===== config.mk =====
export PLATFORM = sky130hd
export DESIGN_NAME = pc_unit
export DESIGN_NICKNAME = d
export VERILOG_FILES = /design/src/rtl/pc_unit.sv
export SDC_FILE = /design/constraint.sdc
export NUM_CORES = 1
export LEC_CHECK = 0
export BUFFER_PORTS_ARGS = -buffer_cell sky130_fd_sc_hd__buf_2
export CORE_ASPECT_RATIO = 0.9
export CORE_MARGIN = 5
export CORE_UTILIZATION = 23
export DETAILED_ROUTE_END_ITERATION = 8
export GPL_TIMING_DRIVEN = 0
export PLACE_DENSITY_LB_ADDON = 0.15
export SLEW_MARGIN = 5
export SYNTH_ARGS = -nofsm -noshare
export SYNTH_HDL_FRONTEND = slang
export SYNTH_SLANG_ARGS = --single-unit

===== constraint.sdc =====
create_clock -name CLK -period 5.8 [get_ports CLK]
set_clock_uncertainty 0.05 [all_clocks]
set_input_delay 0.29 -clock CLK [delete_from_list [all_inputs] [get_ports CLK]]
set_output_delay 0.29 -clock CLK [all_outputs]
set_load 0.02 [all_outputs]

===== src/rtl/pc_unit.sv =====
// pc_unit: program counter with branch/jump/call/return modes, a return-address
// stack with sticky overflow/underflow flags, and an instruction/data address mux.
module pc_unit #(
    parameter int               WIDTH    = 16,
    parameter int               DEPTH    = 4,
    parameter logic [WIDTH-1:0] RESET_PC = '0,
    parameter int               INC      = 2
) (
    input  logic             CLK,
    input  logic             reset,
    input  logic             pc_w,
    input  logic [2:0]       pc_src,
    input  logic [WIDTH-1:0] offset,
    input  logic [WIDTH-1:0] target,
    input  logic [WIDTH-1:0] ALU_out,
    input  logic             IorD_select,
    input  logic             err_clr,
    output logic [WIDTH-1:0] PC_out,
    output logic [WIDTH-1:0] IorD_out,
    output logic             stack_full,
    output logic             stack_empty,
    output logic             ovf_err,
    output logic             unf_err
);
    localparam int CW = $clog2(DEPTH + 1);
    localparam int AW = $clog2(DEPTH);
    localparam logic [2:0] SEQ = 3'd0, BRANCH = 3'd1, JUMP = 3'd2, CALL = 3'd3, RET = 3'd4;

    logic [WIDTH-1:0] pc_q, pc_d, pc_inc, tos;
    logic [WIDTH-1:0] stack_q [DEPTH];
    logic [CW-1:0]    cnt_q, cnt_d;
    logic [AW-1:0]    top_idx;
    logic             full_q, full_d, empty_q, empty_d;
    logic             ovf_q, ovf_d, unf_q, unf_d;
    logic             is_call, is_ret, push, pop;

    always_comb begin
        is_call = pc_w && pc_src == CALL;
        is_ret  = pc_w && pc_src == RET;
        push    = is_call && !full_q;
        pop     = is_ret && !empty_q;
        pc_inc  = pc_q + WIDTH'(INC);
        top_idx = AW'(cnt_q - CW'(1));
        tos     = stack_q[top_idx];
        pc_d    = !pc_w            ? pc_q :
                  pc_src == SEQ    ? pc_inc :
                  pc_src == BRANCH ? pc_q + offset :
                  pc_src == JUMP   ? target :
                  pc_src == CALL   ? target :
                  pc_src == RET    ? (empty_q ? pc_q : tos) : pc_q;
        cnt_d   = push ? cnt_q + CW'(1) : pop ? cnt_q - CW'(1) : cnt_q;
        full_d  = cnt_d == CW'(DEPTH);
        empty_d = cnt_d == '0;
        // a new error on the same edge as err_clr wins
        ovf_d   = (ovf_q && !err_clr) || (is_call && full_q);
        unf_d   = (unf_q && !err_clr) || (is_ret && empty_q);
    end

    always_ff @(posedge CLK or negedge reset) begin
        if (!reset) begin
            pc_q    <= RESET_PC;
            cnt_q   <= '0;
            full_q  <= 1'b0;
            empty_q <= 1'b1;
            ovf_q   <= 1'b0;
            unf_q   <= 1'b0;
        end else begin
            pc_q    <= pc_d;
            cnt_q   <= cnt_d;
            full_q  <= full_d;
            empty_q <= empty_d;
            ovf_q   <= ovf_d;
            unf_q   <= unf_d;
        end
    end

    // entries above count are don't-care, so the array needs no reset
    always_ff @(posedge CLK) begin
        if (push) stack_q[AW'(cnt_q)] <= pc_inc;
    end

    assign PC_out      = pc_q;
    assign IorD_out    = IorD_select ? ALU_out : pc_q;
    assign stack_full  = full_q;
    assign stack_empty = empty_q;
    assign ovf_err     = ovf_q;
    assign unf_err     = unf_q;
endmodule


==> metrics <==
clock sinks=between 80 and 90; dpl ws=approximately 2100 ps; Worst-Margin Slew=1066 ps; WP data required=slightly below 6000 ps; switching share of power=40.91%; placed instance area=approximately 5800 um^2; status=completed; vias in the first global route=around 4000; setup tns final=0 ps; Slowest-stage cell, CP=clkbuf_1; setup violators final=0; Final nets=610; reg-to-reg critical path endpoint=PC_out[5]; Worst-path clk slew=70 ps; Worst setup EP type=register; Clock Latency Late Sink=approximately 350 ps; Critical Path Sink=PC_out[5]; number of flops mapped to enable cells by yosys=64; post-synth net total=roughly 510; # hold bufs at CTS=1; sequential power share=a little over a third; Design Area, Final=6130 um^2; Crit Reg-Reg Startpoint=cnt_q[0]; count leader, synth=edfxtp_1; Worst Setup Slack, final=2212 ps; drt first pass iters=4; switching power of the nets=0.001107 W; htree depth=3; leakage power=2.344 nW; largest net degree at the start of global routing=24; Clk pwr share=a little over a fifth; Synthesis Warnings=0; via count=about 3800; clk root buf=clkbuf_16; antenna violations before repair=0; GR Overflow Total=0; crit path cell chain=buf_2, buf_2, inv_1, ha_1, clkbuf_1, clkbuf_1, mux4_2, o22ai_1, o31ai_1; Rel. slew slack=28.35%; synthesis-stage register bit count=87; Std-Cell Rows=51; FF-to-FF setup slack=between 2000 and 2500 ps; Cells after Synth=431; Pwr Density=441.4 nW/um^2; post-synth top area share=38.41%; top cells by count, synth=edfxtp_1 (64), nand2_1 (38), a21oi_1 (28); Top FF cell, synth=edfxtp_1; post-route ant nets=0; GPL Wtd Cong=0.7785; initial core utilization=23.27%; Max Cap Viol=0; fin crit share=61.87%; Post-CTS Setup Bufs=0; worst hold path type=in -> reg; crit path from=cnt_q[0]; CTS Buf Count=9; Post-CTS Resized=0; final hold vios=0; maximum vdd drop=172.2 uV; clk buf depth=2; sequential element share of the synthesized area=~50%; IO Port Bufs=89; wire per inst=around 19 um; Area contributors post-synth=edfxtp_1 (38%), dfrtp_1 (11%), mux4_2 (7.2%); Hold Path Origin=err_clr; CTS tree=done; Die H=between 100 and 150 um; largest area contributor in the netlist=edfxtp_1; drt initial violations=229; min cycle time layout=roughly 3600 ps; Area growth syn-to-layout=22.51%; cells on worst reg2reg path=9; worst-path maximum fanout=10; maximum clock frequency=about 0.28 GHz; post-synthesis instance area=about 5000 um^2; CP Class=reg -> reg; Final Util=approximately 29%; Startpoint Class=register; Vias/cell=roughly 4.6; Die X=165.5 um; share of layout cells above drive strength 1=between 20% and 30%; Post-Route WL=15.61 mm; Crit path largest cell delay=about 530 ps; die area=roughly 25000 um^2; Mean Syn Cell Area=between 10 and 15 um^2; Top-Level Pins=just over 90; Post-route DRC=0; RSZ-0062 raised after global routing=no; Critical Path AT=roughly 3800 ps; ys async rst share=between 20% and 30%; worst hold slack=around 88 ps; power share of the combinational group=43.8%; Final Max Tran Viols=0; synth unique cells=58; first-pass GRT wire length=approximately 24 mm; hpwl dp=roughly 12 mm; n_diodes=0; cell-internal power=0.001599 W; Core ar.=around 22000 um^2; GRT Total Usage=12.77%
final cells by class:
class	instances	area (um^2)
Timing Repair Buffer	90	455.4
Buffer	21	86.33
Tap cell	291	364.1
Multi-Input combinational cell	309	2366
Clock inverter	7	81.33
Fill cell	2210	15370
Sequential cell	87	2499
Inverter	14	52.55
Clock buffer	9	225.2
power by group through the flow:
stage / clock network, W / registers (W) / logic, W
after floorplan: 0 / 0.000956 / 0.000787
after global placement: 0 / 0.000949 / 0.00119
after detailed placement: 0 / 0.000954 / 0.00120
after CTS: 0.000600 / 0.000941 / 0.00121
after global routing: 0.000622 / 0.000956 / 0.00131
final: 0.000582 / 0.000937 / 0.00119
worst min-delay path by stage:
stage | cells past startpoint | slack [ps] | to
finish | 2 | 90 | ovf_err
global route | 2 | 90 | unf_err
CTS | 2 | 80 | ovf_err
detailed placement | 1 | 310 | cnt_q[2]
global placement | 1 | 310 | cnt_q[2]
floorplan | 0 | -60 | PC_out[0]
state kept, by name, summed over array words and instances (netlist names):
register / cells
PC_out: 16
stack_empty: 1
unf_err: 1
stack_full: 1
cnt_q: 3
stack_q: 64
ovf_err: 1
placed cells by master (no fill, tap or decap), types with 5 or more instances in the layout:
master / count
buf_2: 92
edfxtp_1: 64
nand2_1: 38
a21oi_1: 28
nor2_1: 24
o21ai_0: 24
dfrtp_1: 22
ha_1: 21
clkbuf_1: 17
mux4_2: 16
inv_1: 13
xnor2_1: 13
mux2_2: 12
nand3_1: 10
a21o_1: 9
clkbuf_16: 9
xor2_1: 8
and2_1: 8
a211oi_1: 8
nor3_1: 7
o31ai_1: 7
a31oi_1: 6
nand4_1: 6
or3_1: 5
o22ai_1: 5
o21a_1: 5
per-stage QoR:
step                total power, W  std cells
floorplan                 0.001744        431
global placement          0.002144        811
detailed placement        0.002150        811
CTS                       0.002747        828
global route              0.002886        828
finish                    0.002705        828
critical path, delay by kind of cell, from the launching register on:
kind | cells | cell delay (ps)
mux | 1 | 430
buf+inv | 5 | 1950
compound gates | 2 | 350
flops | 1 | 380
fa+ha+maj | 1 | 310
cells by family after synthesis:
kind of cell | after synthesis | synth area share [%]
flops | 87 | 49.94
mux | 31 | 10.50
xor+xnor | 21 | 3.676
buf+inv | 35 | 2.776
compound gates | 115 | 15.58
fa+ha+maj | 22 | 5.651
simple gates | 120 | 11.88
metal layers:
| metal | GRT usage [%] | routed length (um) | vias to the layer above |
|---|---|---|---|
| met5 | 0 | 0 | - |
| met4 | 3.299 | 283 | 0 |
| met3 | 2.974 | 864 | 18 |
| met2 | 20.90 | 7313 | 94 |
| met1 | 17.05 | 7144 | 1840 |
| li1 | - | - | 1866 |
Note: power is estimated with default switching activity, not from simulation.
